`src/rtl/mmio_pkg.sv`:
```
// Shared MMIO window definitions: base region, register offsets and the load-mux select decode.
package mmio_pkg;

  localparam logic [3:0] MMIO_BASE       = 4'h8;

  localparam logic [7:0] MMIO_UART_CTRL  = 8'h00;
  localparam logic [7:0] MMIO_UART_RX    = 8'h04;
  localparam logic [7:0] MMIO_UART_TX    = 8'h08;
  localparam logic [7:0] MMIO_CYCLE_CNT  = 8'h10;
  localparam logic [7:0] MMIO_INST_CNT   = 8'h14;
  localparam logic [7:0] MMIO_CNT_RST    = 8'h18;
  localparam logic [7:0] MMIO_BRANCH_CNT = 8'h1C;
  localparam logic [7:0] MMIO_FIFO_EMPTY = 8'h20;
  localparam logic [7:0] MMIO_FIFO_DATA  = 8'h24;
  localparam logic [7:0] MMIO_SWITCHES   = 8'h28;
  localparam logic [7:0] MMIO_LEDS       = 8'h30;

  typedef enum logic [3:0] {
    RD_NONE,
    RD_UART_CTRL,
    RD_UART_RX,
    RD_CYCLE_CNT,
    RD_INST_CNT,
    RD_BRANCH_CNT,
    RD_FIFO_EMPTY,
    RD_FIFO_DATA,
    RD_SWITCHES,
    RD_LEDS
  } rd_sel_e;

  // Map addr[31:28] and the word index addr[7:2] to a load-mux select.
  function automatic rd_sel_e rd_decode(input logic [3:0] region, input logic [5:0] word);
    rd_sel_e sel;
    sel = RD_NONE;
    if (region == MMIO_BASE) begin
      case ({word, 2'b00})
        MMIO_UART_CTRL:  sel = RD_UART_CTRL;
        MMIO_UART_RX:    sel = RD_UART_RX;
        MMIO_CYCLE_CNT:  sel = RD_CYCLE_CNT;
        MMIO_INST_CNT:   sel = RD_INST_CNT;
        MMIO_BRANCH_CNT: sel = RD_BRANCH_CNT;
        MMIO_FIFO_EMPTY: sel = RD_FIFO_EMPTY;
        MMIO_FIFO_DATA:  sel = RD_FIFO_DATA;
        MMIO_SWITCHES:   sel = RD_SWITCHES;
        MMIO_LEDS:       sel = RD_LEDS;
        default:         sel = RD_NONE;
      endcase
    end
    return sel;
  endfunction

endpackage

```
`src/rtl/mmio_if.sv`:
```
// CPU-side MMIO load/store bus; master drives the request, slave returns registered load data.
interface mmio_if;
  logic [31:0] addr;
  logic        re;
  logic        we;
  logic [31:0] wdata;
  logic [31:0] rdata;

  modport master (output addr, output re, output we, output wdata, input rdata);
  modport slave  (input addr, input re, input we, input wdata, output rdata);
endinterface

```
`src/rtl/sync_fifo.sv`:
```
// Single-clock FIFO with registered pointers and occupancy count; a pop frees room for a same-cycle push.
module sync_fifo #(
  parameter int unsigned WIDTH = 3,
  parameter int unsigned DEPTH = 8,
  localparam int unsigned AW   = $clog2(DEPTH)
) (
  input  logic             clk,
  input  logic             rst,
  input  logic             push,
  input  logic             pop,
  input  logic [WIDTH-1:0] din,
  output logic [WIDTH-1:0] dout_c,
  output logic             full_c,
  output logic             empty_c,
  output logic [AW:0]      count
);

  logic [WIDTH-1:0] mem [DEPTH];
  logic [AW-1:0]    wr_ptr;
  logic [AW-1:0]    rd_ptr;
  logic             do_push;
  logic             do_pop;

  assign empty_c = (count == '0);
  assign full_c  = (count == (AW+1)'(DEPTH));
  assign dout_c  = mem[rd_ptr];
  assign do_pop  = pop && !empty_c;
  assign do_push = push && (!full_c || do_pop);

  always_ff @(posedge clk) begin
    if (do_push) mem[wr_ptr] <= din;
  end

  always_ff @(posedge clk or negedge rst) begin
    if (!rst) begin
      wr_ptr <= '0;
      rd_ptr <= '0;
      count  <= '0;
    end else begin
      if (do_push) wr_ptr <= wr_ptr + AW'(1);
      if (do_pop)  rd_ptr <= rd_ptr + AW'(1);
      case ({do_push, do_pop})
        2'b10:   count <= count + (AW+1)'(1);
        2'b01:   count <= count - (AW+1)'(1);
        default: count <= count;
      endcase
    end
  end

endmodule

```
`src/rtl/mmio_responder.sv`:
```
// MMIO slave for the 0x8000_00xx window: counters, UART glue, button-event FIFO, switches, LEDs.
// Define MMIO_BRANCH_CNT_EN to build the taken-branch counter at offset 1C.
module mmio_responder
  import mmio_pkg::*;
#(
  parameter int unsigned FIFO_DEPTH     = 8,
  parameter int unsigned CPU_CLOCK_FREQ = 50_000_000
) (
  input  logic        clk,
  input  logic        rst,
  mmio_if.slave       bus,
  input  logic        inst_retire,
  input  logic        br_taken,
  input  logic [7:0]  uart_rx_data,
  input  logic        uart_rx_valid,
  output logic        uart_rx_ready,
  output logic [7:0]  uart_tx_data,
  output logic        uart_tx_valid,
  input  logic        uart_tx_ready,
  input  logic [2:0]  clean_buttons,
  input  logic [1:0]  switches,
  output logic [5:0]  leds
);

  localparam int unsigned FIFO_AW = $clog2(FIFO_DEPTH);

  rd_sel_e          rd_sel;
  logic [7:0]       off;
  logic             base_hit;
  logic             st_tx;
  logic             st_cnt_rst;
  logic             st_leds;
  logic             ld_rx;
  logic             ld_fifo;
  logic [31:0]      rd_value;
  logic [31:0]      cycle_cnt;
  logic [31:0]      inst_cnt;
  logic [31:0]      cycle_inc;
  logic [31:0]      inst_inc;
  logic [2:0]       btn_q;
  logic [2:0]       btn_rise;
  logic [2:0]       fifo_head;
  logic             fifo_empty;
  logic             fifo_full;
  logic [FIFO_AW:0] fifo_count;
  logic             unused_bits;

  assign off        = {bus.addr[7:2], 2'b00};
  assign base_hit   = (bus.addr[31:28] == MMIO_BASE);
  assign rd_sel     = rd_decode(bus.addr[31:28], bus.addr[7:2]);
  assign st_tx      = bus.we && base_hit && (off == MMIO_UART_TX);
  assign st_cnt_rst = bus.we && base_hit && (off == MMIO_CNT_RST);
  assign st_leds    = bus.we && base_hit && (off == MMIO_LEDS);
  assign ld_rx      = bus.re && (rd_sel == RD_UART_RX);
  assign ld_fifo    = bus.re && (rd_sel == RD_FIFO_DATA);
  assign btn_rise   = clean_buttons & ~btn_q;

  // Counter loads return the value the counter takes at the capturing edge, ignoring a same-cycle clear.
  assign cycle_inc  = cycle_cnt + 32'd1;
  assign inst_inc   = inst_cnt + 32'(inst_retire);

`ifdef MMIO_BRANCH_CNT_EN
  logic [31:0] br_cnt;
  logic [31:0] br_inc;
  assign br_inc = br_cnt + 32'(br_taken);

  always_ff @(posedge clk or negedge rst) begin
    if (!rst)            br_cnt <= '0;
    else if (st_cnt_rst) br_cnt <= '0;
    else                 br_cnt <= br_inc;
  end

  assign unused_bits = ^{bus.addr[27:8], bus.addr[1:0], bus.wdata[31:8], fifo_count,
                         fifo_full, 32'(CPU_CLOCK_FREQ)};
`else
  assign unused_bits = ^{bus.addr[27:8], bus.addr[1:0], bus.wdata[31:8], fifo_count,
                         fifo_full, 32'(CPU_CLOCK_FREQ), br_taken};
`endif

  always_comb begin
    rd_value = '0;
    case (rd_sel)
      RD_UART_CTRL:  rd_value = {30'b0, uart_rx_valid, uart_tx_ready};
      RD_UART_RX:    rd_value = {24'b0, uart_rx_data};
      RD_CYCLE_CNT:  rd_value = cycle_inc;
      RD_INST_CNT:   rd_value = inst_inc;
`ifdef MMIO_BRANCH_CNT_EN
      RD_BRANCH_CNT: rd_value = br_inc;
`endif
      RD_FIFO_EMPTY: rd_value = {31'b0, fifo_empty};
      RD_FIFO_DATA:  rd_value = fifo_empty ? 32'b0 : {29'b0, fifo_head};
      RD_SWITCHES:   rd_value = {30'b0, switches};
      RD_LEDS:       rd_value = {26'b0, leds};
      default:       rd_value = '0;
    endcase
  end

  always_ff @(posedge clk or negedge rst) begin
    if (!rst) begin
      bus.rdata     <= '0;
      cycle_cnt     <= '0;
      inst_cnt      <= '0;
      leds          <= '0;
      btn_q         <= '0;
      uart_rx_ready <= 1'b0;
      uart_tx_valid <= 1'b0;
      uart_tx_data  <= '0;
    end else begin
      if (bus.re) bus.rdata <= rd_value;
      if (st_cnt_rst) begin
        cycle_cnt <= '0;
        inst_cnt  <= '0;
      end else begin
        cycle_cnt <= cycle_inc;
        inst_cnt  <= inst_inc;
      end
      if (st_leds) leds <= bus.wdata[5:0];
      btn_q         <= clean_buttons;
      uart_rx_ready <= ld_rx;
      // A store with the transmitter busy is dropped rather than held.
      uart_tx_valid <= st_tx && uart_tx_ready;
      if (st_tx && uart_tx_ready) uart_tx_data <= bus.wdata[7:0];
    end
  end

  sync_fifo #(
    .WIDTH (3),
    .DEPTH (FIFO_DEPTH)
  ) u_btn_fifo (
    .clk     (clk),
    .rst     (rst),
    .push    (|btn_rise),
    .pop     (ld_fifo),
    .din     (btn_rise),
    .dout_c  (fifo_head),
    .full_c  (fifo_full),
    .empty_c (fifo_empty),
    .count   (fifo_count)
  );

endmodule

```
`src/flat_wrapper.sv`:
```
// flat-port wrapper written by rule: the top's interface ports become plain ports
module mmio_responder_flat import mmio_pkg::*;
#(
  parameter int unsigned FIFO_DEPTH     = 8,
  parameter int unsigned CPU_CLOCK_FREQ = 50_000_000
)
  (clk, rst, inst_retire, br_taken, uart_rx_data, uart_rx_valid, uart_rx_ready, uart_tx_data, uart_tx_valid, uart_tx_ready, clean_buttons, switches, leds, bus_addr, bus_re, bus_we, bus_wdata, bus_rdata);
  mmio_if bus_i ();
  input  logic clk;
  input  logic rst;
  input  logic inst_retire;
  input  logic br_taken;
  input  logic [7:0] uart_rx_data;
  input  logic uart_rx_valid;
  output logic uart_rx_ready;
  output logic [7:0] uart_tx_data;
  output logic uart_tx_valid;
  input  logic uart_tx_ready;
  input  logic [2:0] clean_buttons;
  input  logic [1:0] switches;
  output logic [5:0] leds;
  input wire logic [$bits(bus_i.addr)-1:0] bus_addr;
  input wire logic [$bits(bus_i.re)-1:0] bus_re;
  input wire logic [$bits(bus_i.we)-1:0] bus_we;
  input wire logic [$bits(bus_i.wdata)-1:0] bus_wdata;
  output wire logic [$bits(bus_i.rdata)-1:0] bus_rdata;
  assign bus_i.addr = bus_addr;
  assign bus_i.re = bus_re;
  assign bus_i.we = bus_we;
  assign bus_i.wdata = bus_wdata;
  assign bus_rdata = bus_i.rdata;
  mmio_responder #(.FIFO_DEPTH(FIFO_DEPTH), .CPU_CLOCK_FREQ(CPU_CLOCK_FREQ)) u_core (.clk(clk), .rst(rst), .bus(bus_i), .inst_retire(inst_retire), .br_taken(br_taken), .uart_rx_data(uart_rx_data), .uart_rx_valid(uart_rx_valid), .uart_rx_ready(uart_rx_ready), .uart_tx_data(uart_tx_data), .uart_tx_valid(uart_tx_valid), .uart_tx_ready(uart_tx_ready), .clean_buttons(clean_buttons), .switches(switches), .leds(leds));
endmodule
```
`config.mk`:
```
export PLATFORM = sky130hd
export DESIGN_NAME = mmio_responder_flat
export DESIGN_NICKNAME = d
export VERILOG_FILES = /design/src/rtl/mmio_pkg.sv /design/src/rtl/mmio_if.sv /design/src/rtl/sync_fifo.sv /design/src/rtl/mmio_responder.sv /design/src/flat_wrapper.sv
export SDC_FILE = /design/constraint.sdc
export NUM_CORES = 1
export LEC_CHECK = 0
export ABC_AREA = 1
export BUFFER_PORTS_ARGS = -buffer_cell sky130_fd_sc_hd__buf_2
export CAP_MARGIN = 20
export CORE_MARGIN = 2
export CORE_UTILIZATION = 57
export CTS_BUF_LIST = sky130_fd_sc_hd__clkbuf_8
export CTS_CLUSTER_DIAMETER = 100
export DETAILED_ROUTE_END_ITERATION = 10
export PLACE_DENSITY = 0.91
export SETUP_SLACK_MARGIN = 0.3
export SLEW_MARGIN = 20
export SYNTH_ARGS = -nofsm -noshare
export SYNTH_HDL_FRONTEND = slang
export SYNTH_SLANG_ARGS = --single-unit
```
`constraint.sdc`:
```
create_clock -name clk -period 5.5 [get_ports clk]
set_input_delay 0.55 -clock clk [delete_from_list [all_inputs] [get_ports clk]]
set_output_delay 0.55 -clock clk [all_outputs]
set_load 0.01 [all_outputs]
```
# Yosys cells after proc, flatten, opt, wreduce, memory -nomap -nowiden
# Memory sizes are Yosys's and may differ from the RTL's.
# Cells that the tools add are included.
# Widths: inputs -> output; s select.
# classes
add_sub_neg	6
eq_ne	22
n_mux	9
bitwise_logic	2
n_reduce_logical	16
# op_table
op	count
$pmux 32 s8	1
$mux 32	2
$pmux 4 s9	1
$add 32x1->32	1
$add 32x1->32 const B	1
$eq 6x3->1 const B	4
$eq 6x4->1 const B	4
$eq 4x4->1 const B	4
$eq 4x3->1 const B	3
$logic_and 1x1->1	9
$eq 4x2->1 const B	2
$pmux 4 s2	1
$add 3x1->3 const B	2
$eq 6x1->1 const B	1
$eq 6x2->1 const B	1
$logic_not 6->1	1
$add 4x1->4 const B	1
$eq 4x1->1 const B	1
$logic_not 4->1	1
$mux 4	1
$sub 4x1->4 const B	1
$and 3x3->3	1
$mux 3	1
$not 3->3	1
7 further kinds	9
# totals
reg_bits	125
ram_bits	24
input_bits	85
out_inout_bits	48
mem_count	1
# mem_list
memory	words	word_bits	read_ports	rd_clocked_by_memory_dff	wr	line	source
u_core.u_btn_fifo.mem	8	3	1	0	1	sync_fifo.sv:18	logic [WIDTH-1:0] mem [DEPTH];

# Longest topological paths before layout
# logic_depth
ltp_word	10
depth_mapped	20

# Hierarchy
# A second synthesis with hierarchy kept.
# hier_totals
hier_cells	1012
area_unflattened_um2	8120.3
# modules_own_cells
module	instances	cells_per_inst	area_each_um2	seq_area_each_um2
mmio_responder	1	869	6557.5	2877.8
sync_fifo	1	143	1562.7	970.9

# Least setup slack after synthesis
# OpenSTA, ideal clock, no wires.
# synth_timing
path_type	input port to flip-flop
start	in bus_addr[7]
end	reg u_core.u_btn_fifo.count[3]
setup_ns	0.113
t_arrival_ns	2.340
slack_ns	3.047
path_stages	18
path_cell_list	nor2_4 > nand3_1 > nand3_1 > nand2_2 > inv_2 > nand3_1 > nor2_1 > nand3_2 > inv_1 > ha_1 > nand2_1 > nand2_1 > a31oi_1 > inv_1 > nand2_1 > nand3_1 > nand2_1 > inv_1
# synth_between
elab_chain_cells	10
elab_cells_between_ends	20
classes_between	11 x eq/ne; 3 x mux; 6 x reduce/logical
# synth_lines
element	line	source
start, declared	flat_wrapper.sv:22	input wire logic [$bits(bus_i.addr)-1:0] bus_addr;
$eq 6x4->1, or another cell as far along	mmio_pkg.sv:36	case ({word, 2'b00})
$pmux 4 s9 *	mmio_pkg.sv:36	
$mux 4 *	mmio_pkg.sv:35	if (region == MMIO_BASE) begin
$eq 4x3->1 *	mmio_responder.sv:55	assign ld_fifo = bus.re && (rd_sel == RD_FIFO_DATA);
$logic_and 1x1->1 *	mmio_responder.sv:55	
$logic_and 1x1->1 *	sync_fifo.sv:27	assign do_pop = pop && !empty_c;
$logic_or 1x1->1	sync_fifo.sv:28	assign do_push = push && (!full_c || do_pop);
$logic_and 1x1->1	sync_fifo.sv:28	
$eq 2x1->1 / $eq 2x2->1 (equally long branches)	sync_fifo.sv:42	case ({do_push, do_pop})
$pmux 4 s2 / $reduce_bool 2->1 (equally long branches)	n/a	
end signal, assigned	sync_fifo.sv:43	2'b10: count <= count + (AW+1)'(1);
end signal, assigned	sync_fifo.sv:44	2'b01: count <= count - (AW+1)'(1);
end signal, assigned	sync_fifo.sv:45	default: count <= count;
end, declared	sync_fifo.sv:15	output logic [AW:0] count
# Mark *: on every way between the ends. The rest lies on a longest branch, timed or not.
# A chain may end at the register's enable or synchronous reset.

# Worst setup path in the final report
# Same ends and word-level chain as after synthesis.

==> flow_metrics.env <==
export IMPL_tns_ns=0
export IMPL_cts_hold_buffers=0
export IMPL_critical_path_endpoint_type="flip-flop"
export IMPL_wire_per_inst_um=15.70
export IMPL_drc=0
export IMPL_vias=7035
export IMPL_syn_mean_instance_area_um2=7.900
export IMPL_startpoint="bus_addr[7]"
export IMPL_clockRootBuffer="clkbuf_8"
export IMPL_initial_core_util_pct=58.95
export IMPL_numCtsBuffers=17
export IMPL_diodes=0
export IMPL_synth_cell_types=42
export IMPL_port_buffers=85
export IMPL_nFillCells=1107
export IMPL_drtPass1Iterations=5
export IMPL_vias_per_cell=5.539
export IMPL_ys_seq_area_share_pct=48.91
export IMPL_ant_nets=0
export IMPL_powerDensity_mw_per_mm2=299.6
export IMPL_antenna_found_initial=0
export IMPL_die_h_um=121.5
export IMPL_holdWs_ns=0.1955
export IMPL_start_kind="primary input"
export IMPL_grtUsageTotal_pct=28.48
export IMPL_rsz0062_at_grt="false"
export IMPL_cts_tree="done"
export IMPL_postCtsSetupRepairBufs=0
export IMPL_final_core_utilization_pct=66.36
export IMPL_critPathMaxFanout=9
export IMPL_finClkSkew_ns=0.01330
export IMPL_gp_congestion=0.9744
export IMPL_grt_pass1_vias=6874
export IMPL_final_max_slew_violation_count=0
export IMPL_coreArea_mm2=0.01335
export IMPL_post_route_period_util_pct=47.49
export IMPL_cts_sinks=149
export IMPL_r2r_cells=14
export IMPL_criticalPathCategory="in2reg"
export IMPL_power_mw=2.653
export IMPL_clk_latency_ns=0.48
export IMPL_drt_iter0_markers=677
export IMPL_seqCellArea_mm2=0.003849
export IMPL_finalHoldViolations=0
export IMPL_multi_input_area_mm2=0.003513
export IMPL_worst_pin_slew_ns=0.9881
export IMPL_grt_pass1_wl_mm=32.57
export IMPL_vdd_ir_drop_worst_v=0.0002940
export IMPL_synth_area_mm2=0.007869
export IMPL_achievable_frequency_mhz=382.9
export IMPL_setup_viol=0
export IMPL_die_w_um=121.5
export IMPL_drive_above_1_share_pct=14.53
export IMPL_p_leak_nw=4.449
export IMPL_cts_root_to_sink_buffers=2
export IMPL_wirelength_mm=19.94
export IMPL_nets=1174
export IMPL_arrival_ns=2.98
export IMPL_r2r_start="u_core.inst_cnt[0]"
export IMPL_area_growth_syn_to_layout_pct=12.56
export IMPL_synth_nets=1089
export IMPL_cap_violations=0
export IMPL_cts_resized=0
export IMPL_grt_max_degree=69
export IMPL_hold_class="in2async"
export IMPL_synth_seq_cells=149
export IMPL_yosys_warnings=0
export IMPL_hpwl_mm=14.74
export IMPL_worst_endpoint_required_ns=5.87
export IMPL_htreeDepth=4
export IMPL_status="finished clean"
export IMPL_num_io_pins=133
export IMPL_timing_final_crit_period_ns=2.612
export IMPL_grt_ovfl_total=0
export IMPL_netlist_instances=996
export IMPL_clk_pin_slew_ns=0.09
export IMPL_dieArea_mm2=0.01476
export IMPL_rows=42
export IMPL_slew_headroom_pct=33.72
-- cell usage in the layout (no fill, tap or decap), types with 5 or more instances in the layout --
| cell type | instances |
|---|---|
| nand2_1 | 303 |
| nand3_1 | 31 |
| dfrtp_1 | 125 |
| o22ai_1 | 17 |
| nand4_1 | 24 |
| nor2_2 | 8 |
| xor2_1 | 36 |
| nor2_1 | 161 |
| nand2_2 | 5 |
| edfxtp_1 | 24 |
| xnor2_1 | 14 |
| inv_1 | 106 |
| o22ai_2 | 8 |
| ha_1 | 7 |
| buf_2 | 84 |
| nor4_1 | 5 |
| o21ai_0 | 37 |
| nor3_1 | 31 |
| clkbuf_8 | 18 |
-- layout make-up --
type / count / share of cell area (%)
clock buffers: 18 / 2.797
flip-flops and latches: 149 / 43.45
inverters: 110 / 4.662
repair buffers: 88 / 5.085
multi-input cells: 715 / 39.67
well taps: 176 / 2.486
clock inverters: 14 / 1.851
-- state kept, by name, indices dropped and copies added (netlist names), 4 cells and up --
name and cells:
u_core.leds 6, u_core.cycle_cnt 32, u_core.bus.rdata 32, u_core.inst_cnt 32, u_core.u_btn_fifo.mem 24, u_core.uart_tx_data 8
u_core.u_btn_fifo.count 4
-- through the flow --
stage,instances,setup slack [ns],cell area (um2)
3_5_place_dp,1238,2.449,8446
2_1_floorplan,996,3.047,7869
3_3_place_gp,1238,2.574,8446
6_report,1270,2.888,8857
4_1_cts,1270,2.951,8857
5_1_grt,1270,2.677,8857
-- Yosys cell counts --
cell / number / share of area (%)
nor3b_1: 1 / 0.095
inv_1: 105 / 5.0
edfxtp_1: 24 / 9.2
nor2_1: 161 / 7.7
nor3_1: 31 / 2.0
o221ai_1: 1 / 0.11
o2111ai_1: 1 / 0.11
nor4_1: 6 / 0.48
a31oi_1: 1 / 0.080
or2_2: 4 / 0.32
buf_4: 1 / 0.095
dfrtp_1: 125 / 40
nor2_4: 1 / 0.14
buf_2: 6 / 0.38
o22ai_2: 8 / 1.3
nor4_2: 1 / 0.16
and3_1: 2 / 0.16
o211ai_1: 1 / 0.095
nor2_8: 1 / 0.25
fa_1: 1 / 0.25
nor2_2: 8 / 0.64
nand2_1: 303 / 14
mux2_2: 1 / 0.14
nand3_1: 31 / 2.0
nand4_4: 1 / 0.27
inv_2: 3 / 0.14
nand3_4: 1 / 0.22
ha_1: 7 / 1.1
or2_4: 1 / 0.11
a21oi_1: 2 / 0.13
o22ai_1: 17 / 1.4
clkbuf_1: 13 / 0.62
buf_6: 2 / 0.29
clkinv_1: 2 / 0.095
o21ai_0: 37 / 2.4
xor2_1: 36 / 4.0
nand2_2: 5 / 0.40
nand4_1: 24 / 1.9
nand3_2: 4 / 0.51
o21ai_1: 1 / 0.064
and2_1: 1 / 0.080
xnor2_1: 14 / 1.6
-- cells by family (layout without fill, tap and decap cells) --
group / Yosys count / count (layout) / synth area share (%)
AND/OR/NAND/NOR: 587 / 587 / 31.82
flip-flops: 149 / 149 / 48.91
buffers and inverters: 132 / 230 / 6.631
AO/OA/AOI/OAI: 69 / 69 / 5.565
XOR/XNOR: 50 / 50 / 5.565
adder cells (fa/ha/maj): 8 / 8 / 1.367
multiplexers: 1 / 1 / 0.1431
-- final timing paths --
check,slack (ns),to
min in group clk,0.20,u_core.btn_q[2]
max,2.89,u_core.u_btn_fifo.count[3]
max in group asynchronous,4.04,u_core.bus.rdata[6]
min,0.20,u_core.inst_cnt[21]
max reg2reg,3.03,u_core.bus.rdata[22]
min reg2reg,0.48,u_core.bus.rdata[28]
-- power breakdown --
part | switching (mW) | leakage (nW) | internal (mW)
clock network | 0.458 | 0.212 | 0.429
registers | 0.0899 | 1.87 | 1.24
logic | 0.296 | 2.37 | 0.143
-- layer usage --
layer	vias to the layer above	part of all wire [%]	global-route usage (%)	wire, um
li1	3329	-	-	-
met3	50	7.9	7.707	1585
met5	-	0	0	0
met1	3350	42	36.13	8294
met2	306	47	45.93	9324
met4	0	3.7	12.36	739
-- worst max-delay path, cell delays in order --
cell,delay (ns)
buf_2,0.13
nor2_4,0.27
nand3_1,0.13
nand3_1,0.12
nand2_2,0.15
inv_2,0.10
nand3_1,0.06
nor2_1,0.21
nand3_2,0.16
inv_1,0.14
ha_1,0.28
nand2_1,0.08
nand2_1,0.05
a31oi_1,0.20
inv_1,0.07
nand2_1,0.09
nand3_1,0.07
nand2_1,0.07
inv_1,0.04
No activity file was read; power rests on OpenSTA's default activity.
